### src/rtl/mem_access_unit.sv
// Load/store sequencer between a multicycle datapath and a full-width data memory.
// Sub-word stores are read-modify-write; misaligned requests complete without touching memory.
module mem_access_unit #(
    parameter int XLEN    = 64,
    parameter int ADDR_W  = 32,
    parameter int MEM_LAT = 1
) (
    input  logic              CLK,
    input  logic              RESET,
    input  logic              req_valid,
    output logic              req_ready,
    input  logic              req_we,
    input  logic [1:0]        req_size,
    input  logic              req_unsigned,
    input  logic [ADDR_W-1:0] req_addr,
    input  logic [XLEN-1:0]   req_wdata,
    output logic              rsp_valid,
    output logic [XLEN-1:0]   rsp_rdata,
    output logic              rsp_misaligned,
    output logic [ADDR_W-1:0] mem_raddr,
    output logic [ADDR_W-1:0] mem_waddr,
    output logic [XLEN-1:0]   mem_wdata,
    output logic              mem_wr,
    input  logic [XLEN-1:0]   mem_rdata
);
    localparam int OFF_W = $clog2(XLEN / 8);
    localparam int CNT_W = (MEM_LAT > 1) ? $clog2(MEM_LAT) : 1;
    localparam logic [1:0]       FULL_SIZE = (XLEN == 64) ? 2'd3 : 2'd2;
    localparam logic [CNT_W-1:0] LAST_CNT  = CNT_W'(MEM_LAT - 1);

    typedef enum logic [1:0] {IDLE, RD_WAIT, WRITE, RESP} state_t;
    state_t state, next_state;

    logic [CNT_W-1:0]  wait_cnt;
    logic [ADDR_W-1:0] addr_q;
    logic [1:0]        size_q;
    logic              we_q;
    logic              unsigned_q;
    logic [XLEN-1:0]   wdata_q;
    logic [XLEN-1:0]   rdbuf;

    logic              accept;
    logic              req_misaligned;
    logic              rd_last;
    logic [OFF_W+2:0]  sh;
    logic [XLEN-1:0]   size_mask;
    logic [XLEN-1:0]   shifted;
    logic [XLEN-1:0]   load_val;
    logic [XLEN-1:0]   store_mask;
    logic              sign_bit;

    assign accept  = req_valid && req_ready;
    assign rd_last = (wait_cnt == LAST_CNT);

    always_comb begin
        case (req_size)
            2'd0:    req_misaligned = 1'b0;
            2'd1:    req_misaligned = req_addr[0];
            2'd2:    req_misaligned = |req_addr[1:0];
            default: req_misaligned = (XLEN == 32) || (|req_addr[2:0]);
        endcase
    end

    // NOTE: sequential state uses non-blocking assignments so every register samples pre-edge values.
    always_ff @(posedge CLK) begin
        if (!RESET) state <= IDLE;
        else        state <= next_state;
    end

    // NOTE: every always_comb output is given a default first so no latch is inferred.
    always_comb begin
        next_state = state;
        case (state)
            IDLE: begin
                if (accept) begin
                    if (req_misaligned)                          next_state = RESP;
                    else if (!req_we || req_size != FULL_SIZE)   next_state = RD_WAIT;
                    else                                         next_state = WRITE;
                end
            end
            RD_WAIT: if (rd_last) next_state = we_q ? WRITE : RESP;
            WRITE:   next_state = RESP;
            default: next_state = IDLE;
        endcase
    end

    always_comb begin
        req_ready = (state == IDLE) && RESET;
        rsp_valid = (state == RESP);
        mem_wr    = (state == WRITE) && RESET;
    end

    // Lane extraction and merge; the load value is taken from mem_rdata in the same
    // cycle it is captured into rdbuf, so the response register is ready on RESP entry.
    always_comb begin
        sh      = {addr_q[OFF_W-1:0], 3'b000};
        shifted = mem_rdata >> sh;
        case (size_q)
            2'd0:    begin size_mask = XLEN'(8'hFF);         sign_bit = shifted[7];      end
            2'd1:    begin size_mask = XLEN'(16'hFFFF);      sign_bit = shifted[15];     end
            2'd2:    begin size_mask = XLEN'(32'hFFFF_FFFF); sign_bit = shifted[31];     end
            default: begin size_mask = '1;                   sign_bit = shifted[XLEN-1]; end
        endcase
        load_val   = (shifted & size_mask) | ((sign_bit && !unsigned_q) ? ~size_mask : '0);
        store_mask = size_mask << sh;
        mem_wdata  = (size_q == FULL_SIZE) ? wdata_q
                   : (rdbuf & ~store_mask) | ((wdata_q << sh) & store_mask);
    end

    assign mem_raddr = {addr_q[ADDR_W-1:OFF_W], {OFF_W{1'b0}}};
    assign mem_waddr = mem_raddr;

    always_ff @(posedge CLK) begin
        if (!RESET) begin
            wait_cnt       <= '0;
            addr_q         <= '0;
            size_q         <= '0;
            we_q           <= 1'b0;
            unsigned_q     <= 1'b0;
            wdata_q        <= '0;
            rdbuf          <= '0;
            rsp_rdata      <= '0;
            rsp_misaligned <= 1'b0;
        end else begin
            wait_cnt <= (state == RD_WAIT && !rd_last) ? wait_cnt + 1'b1 : '0;
            if (accept) begin
                addr_q     <= req_addr;
                size_q     <= req_size;
                we_q       <= req_we;
                unsigned_q <= req_unsigned;
                wdata_q    <= req_wdata;
            end
            if (state == RD_WAIT && rd_last) rdbuf <= mem_rdata;
            // Only a misaligned accept jumps straight from IDLE to RESP; only loads leave RD_WAIT for RESP.
            if (state != RESP && next_state == RESP) begin
                rsp_misaligned <= (state == IDLE);
                rsp_rdata      <= (state == RD_WAIT) ? load_val : '0;
            end
        end
    end

endmodule
### config.mk
export PLATFORM = sky130hd
export DESIGN_NAME = mem_access_unit
export DESIGN_NICKNAME = d
export VERILOG_FILES = /design/src/rtl/mem_access_unit.sv
export SDC_FILE = /design/constraint.sdc
export NUM_CORES = 1
export LEC_CHECK = 0
export CORE_MARGIN = 1.5
export CORE_UTILIZATION = 45
export CTS_CLUSTER_SIZE = 16
export DETAILED_ROUTE_END_ITERATION = 16
export PLACE_DENSITY_LB_ADDON = 0.08
export SYNTH_ARGS = -nofsm -noshare
export SYNTH_HDL_FRONTEND = slang
export SYNTH_SLANG_ARGS = --single-unit
### constraint.sdc
create_clock -name CLK -period 2.26 [get_ports CLK]
set_input_delay 0.452 -clock CLK [delete_from_list [all_inputs] [get_ports CLK]]
set_output_delay 0.452 -clock CLK [all_outputs]
set_load 0.1 [all_outputs]
; Word-level counts from Yosys, hierarchy flattened
; Index checks and enable logic that the tools add are counted.
[totals]
out_inout_bits = 196
wordCells = 61
regBits = 232
in_bits = 167
[op_classes]
shift = 3
n_addsub = 1
n_mux = 12
bitwise = 8
n_reduce_logical = 16
n_eq_ne = 11
[ops]
columns = operator, n
row1 = $and A64 B64 Y64, 3
row2 = $mux W64, 3
row3 = $pmux W64 S3, 1
row4 = $not A64 Y64, 2
row5 = $or A64 B64 Y64, 2
row6 = $shl A64 B6 Y64, 2
row7 = $shr A64 B6 Y64, 1
row8 = $eq A2 B2 Y1 const B, 6
row9 = $mux W2, 4
row10 = $logic_and A1 B1 Y1, 7
row11 = $eq A2 B1 Y1 const B, 3
row12 = $logic_not A2 Y1, 3
row13 = $pmux W1 S3, 2
row14 = $pmux W2 S3, 1
row15 = $ne A2 B2 Y1 const B, 2
row16 = $reduce_or A3 Y1, 1
row17 = $logic_not A1 Y1, 2
row18 = $reduce_and A2 Y1, 1
row19 = $reduce_or A2 Y1, 1
row20 = $add A1 B1 Y1 const B, 1
row21 = $logic_or A1 B1 Y1, 1
row22 = $mux W1, 1
row23 = $not A1 Y1, 1

; Depth between registers and ports, before layout
[logic_depth]
ltp_word = 8
mapped_depth = 9
ltp_nobuf = 5

; Worst setup path before layout
; Ideal clock, no wire load.
[synth_path]
path_kind = flip-flop to output port
start = reg addr_q[0]
end = out mem_wdata[57]
slack_ns = -1.998
path_stages_with_launch = 9
n_path_buf = 3
required_time_ns = 1.808
t_arrival_ns = 3.806
cell_sequence = dfxtp_1 -> buf_4 -> inv_1 -> buf_2 -> buf_1 -> mux2i_1 -> nand2_1 -> a31o_2 -> o21ai_0
[synth_between]
elab_chain_len = 5
elab_cells_between_ends = 7
cone_classes = 2 x shift / 1 x mux / 4 x bitwise
[synth_lines]
columns = item, line_no
row1 = start: declaration, 35  ; logic [ADDR_W-1:0] addr_q;
row2 = start signal: assignment, 127  ; addr_q <= req_addr;
row3 = $shl A64 B6 Y64, 105  ; store_mask = size_mask << sh;
row4 = $not A64 Y64, 107  ; : (rdbuf & ~store_mask) | ((wdata_q << sh) & store_mask);
row5 = $and A64 B64 Y64, 107
row6 = $or A64 B64 Y64 *, 107
row7 = $mux W64 *, 106  ; mem_wdata = (size_q == FULL_SIZE) ? wdata_q
row8 = end: declaration, 22  ; output logic [XLEN-1:0] mem_wdata,
; Mark *: on every way between the ends. The rest lies on a longest branch, timed or not.

; Final worst setup path
[layout_path]
start = reg addr_q[1]
end = out mem_wdata[37]
; The elaborated chain is that of the path after synthesis.

==> impl_results.md <==
* LEAKAGE at 8.14 nW
* GRT Overall Usage at 36.3%
* Antenna-violating nets left at 0
* Later-pin clock latency in the skew report at 0.56 ns
* Setup Slack @ Placement at -0.301 ns
* Setup Viol. Count Final at 107
* Post-synth EDFFs at 0
* Worst hold start: RESET
* Mapped Area at 13,400 sq um
* Worst-margin pin slew at 1.04 ns
* Antenna violations before repair at 0
* Die W at 175 microns
* Period utilization at 129%
* DR WL/cell at 23.5 microns
* VDD IR-drop max at 654 uV
* Failing checks: setup timing
* Iter 0 DRT Violations at 1,654
* Flop pwr share at 30.2%
* Total power at 0.0157 W
* Pwr dens at 717 nW/um^2
* TritonRoute pass-1 iters at 5
* Mean post-synth cell area at 8.12 sq um
* Vias in the first global route at 13,900
* Share of cells above drive strength 1 at 37.0%
* Max_slew headroom at 31.0%
* Clock share of power at 26.2%
* Area Overhead vs Synth at 63.3%
* Synth Instances at 1,648
* Total die area at 30,800 sq um
* Worst R2R Start: addr_q[1]$_SDFFE_PN0N_
* Max Cap Viol at 0
* Comb pwr share at 43.7%
* CTS Buf Count at 25
* Hold Fails Final Rpt at 0
* Fin. max-slew vios at 0
* Sequential fraction of the synthesis area at 34.7%
* Htree depth at 1
* Clock transition at path regs at 0.06 ns
* Int Pwr at 0.00926 W
* Synth warnings at 0
* Sinks on Clock Net at 232
* CTS max path bufs at 3
* Clk root buf: clkbuf_16
* GP Congestion at 0.963
* DR DRC count at 0
* Initial core utilization at 46.1%
* Largest net degree at the start of global routing at 121
* Critical Path Source Type: flop
* Synth Flop Type: dfxtp_1
* P_sw at 0.00640 W
* Buffers on Ports at 356
* Global-route wire length before repair at 84,300 microns
* DP HPWL at 43,800 microns
* Worst endpoint data arrival time at 2.47 ns
* Vias per std cell at 5.93
* Vias at 14,800
* RSZ-0062 raised after global routing: true
* Max Freq at 343 MHz
* Commonest non-fill, non-tap cell in the layout: nand2_1
* Fin util at 75.3%
* Critical Path Start: addr_q[1]$_SDFFE_PN0N_
* Row cnt at 62
* WS Path Type: flop to primary output
* Worst Path Max Fanout at 4
* CTS tree: yes
* Grt total ovfl at 0
* Status: finished with violations
* Library cells used by synthesis at 54
* Async SR Flop Fraction at 0%
* Net Sw Frac at 40.9%
* Post-synthesis register bit count at 232
* Min-delay worst type: input port to flop
* Setup Skew at 0.00833 ns
* Antenna Cells at 0
* Detailed Route WL at 58,600 microns
* Fin nets at 2,260
* Worst setup EP type: primary output
* Final min period at 2.92 ns
* Io pins at 363
* Core area at 29,000 sq um
* Die Height at 175 microns
* WP data required at 1.81 ns
* Final critical-path setup slack at -0.658 ns
* Most frequent cells in the layout: nand2_1, buf_4, dfxtp_1
==> worst max-delay path: stages (launching register included) <==
cell      delay, ns
dfxtp_4        0.39
buf_4          0.17
buf_4          0.18
mux2i_4        0.35
a211oi_2       0.14
buf_4          0.15
mux2i_2        0.20
a31oi_4        0.15
buf_12         0.19
==> cells in the mapped netlist, types with 3 or more instances <==
library cell / instances / area share [%]
a211o_1: 8 / 0.52
a211oi_1: 29 / 1.6
a21oi_1: 98 / 3.7
a22o_1: 8 / 0.52
a22oi_1: 13 / 0.73
a2bb2oi_1: 9 / 0.59
a31o_2: 8 / 0.52
a31oi_1: 8 / 0.37
a32o_1: 47 / 3.5
and2_1: 3 / 0.14
buf_1: 6 / 0.17
buf_2: 33 / 1.2
buf_4: 81 / 4.5
buf_6: 4 / 0.34
clkbuf_1: 86 / 2.4
dfxtp_1: 232 / 35
inv_1: 21 / 0.59
mux2_2: 25 / 2.1
mux2i_1: 100 / 7.5
mux4_2: 45 / 7.6
nand2_1: 438 / 12
nand2b_1: 5 / 0.23
nand3_1: 4 / 0.15
nand4_1: 4 / 0.19
nor2_1: 51 / 1.4
nor2b_1: 18 / 0.84
nor3_1: 9 / 0.34
o211ai_1: 9 / 0.50
o21a_1: 12 / 0.67
o21ai_0: 184 / 6.9
o21ai_1: 3 / 0.11
o221ai_1: 8 / 0.52
o31ai_1: 6 / 0.34
or2_2: 3 / 0.14
or4_1: 9 / 0.50
==> path summary, 6_finish.rpt <==
| kind | end | slack [ns] | depth (start not counted) |
|---|---|---|---|
| hold reg to reg | rdbuf[18]$_SDFFE_PN0P_ | 0.46 | 2 |
| hold / removal | state[0]$_SDFF_PN0_ | 0.22 | 2 |
| setup reg to reg | rsp_rdata[6]$_SDFFE_PN0P_ | -0.13 | 9 |
| setup / recovery | mem_wdata[37] | -0.66 | 8 |
==> layer usage <==
metal / GRT usage, % / wire [microns] / vias up
li1: - / - / 6670
met5: 0 / 0 / -
met2: 57.0 / 26500 / 832
met3: 8.05 / 6080 / 131
met4: 12.8 / 2160 / 0
met1: 49.0 / 23800 / 7139
==> per-stage QoR <==
step | hold WS, ns | TNS, ns | cells | instance area, sq um
6_report | 0.221 | -39.25 | 2493 | 21900
3_3_place_gp | 0.443 | -17.73 | 2419 | 19600
4_1_cts | 0.210 | -36.66 | 2483 | 21300
2_1_floorplan | 0.436 | -11.83 | 1654 | 14500
5_1_grt | 0.233 | -43.80 | 2493 | 21900
3_5_place_dp | 0.450 | -17.97 | 2419 | 19600
==> sequential cells by signal, summed over array words and instances (netlist names) <==
| signal | cells |
|---|---|
| we_q | 1 |
| wait_cnt | 1 |
| unsigned_q | 1 |
| rsp_misaligned | 1 |
| addr_q | 32 |
| state | 2 |
| rsp_rdata | 64 |
| wdata_q | 64 |
| rdbuf | 64 |
| size_q | 2 |
==> cell type report <==
type | instances | area (sq um)
Inverter | 23 | 86.3
Sequential cell | 232 | 4660
Multi-Input combinational cell | 1188 | 9280
Tap cell | 384 | 480
Timing Repair Buffer | 623 | 6550
Clock buffer | 31 | 678
Fill cell | 2111 | 7160
Clock inverter | 12 | 118
==> power groups by stage <==
stage / registers, W / clock network, W / logic, W
3_5_place_dp: 0.00478 / 0 / 0.00619
5_1_grt: 0.00474 / 0.00425 / 0.00707
6_report: 0.00472 / 0.00410 / 0.00684
2_1_floorplan: 0.00499 / 0 / 0.00380
4_1_cts: 0.00469 / 0.00411 / 0.00654
3_3_place_gp: 0.00477 / 0 / 0.00615
==> what timing repair did <==
| action | in CTS | in global routing |
|---|---|---|
| pin swaps | 45 | 34 |
| setup buffers | 16 | 8 |
| hold buffers | 0 | 0 |
| hold endpoints to repair | 0 | 0 |
| cloned | 6 | 2 |
| setup endpoints to repair | 75 | 127 |
| resized for setup | 105 | 90 |
==> kinds of logic (layout without fill, tap and decap cells) <==
| logic type | Yosys count | count (layout) | synth area share [%] |
|---|---|---|---|
| and+or+nand+nor | 551 | 551 | 16.8 |
| AOI/OAI and AO/OA | 460 | 460 | 21.9 |
| buffers and inverters | 234 | 689 | 9.38 |
| DFF | 232 | 232 | 34.7 |
| muxes | 170 | 170 | 17.2 |
| other | 1 | 7 | 0.0280 |
Note: power is estimated with default switching activity, not from simulation.
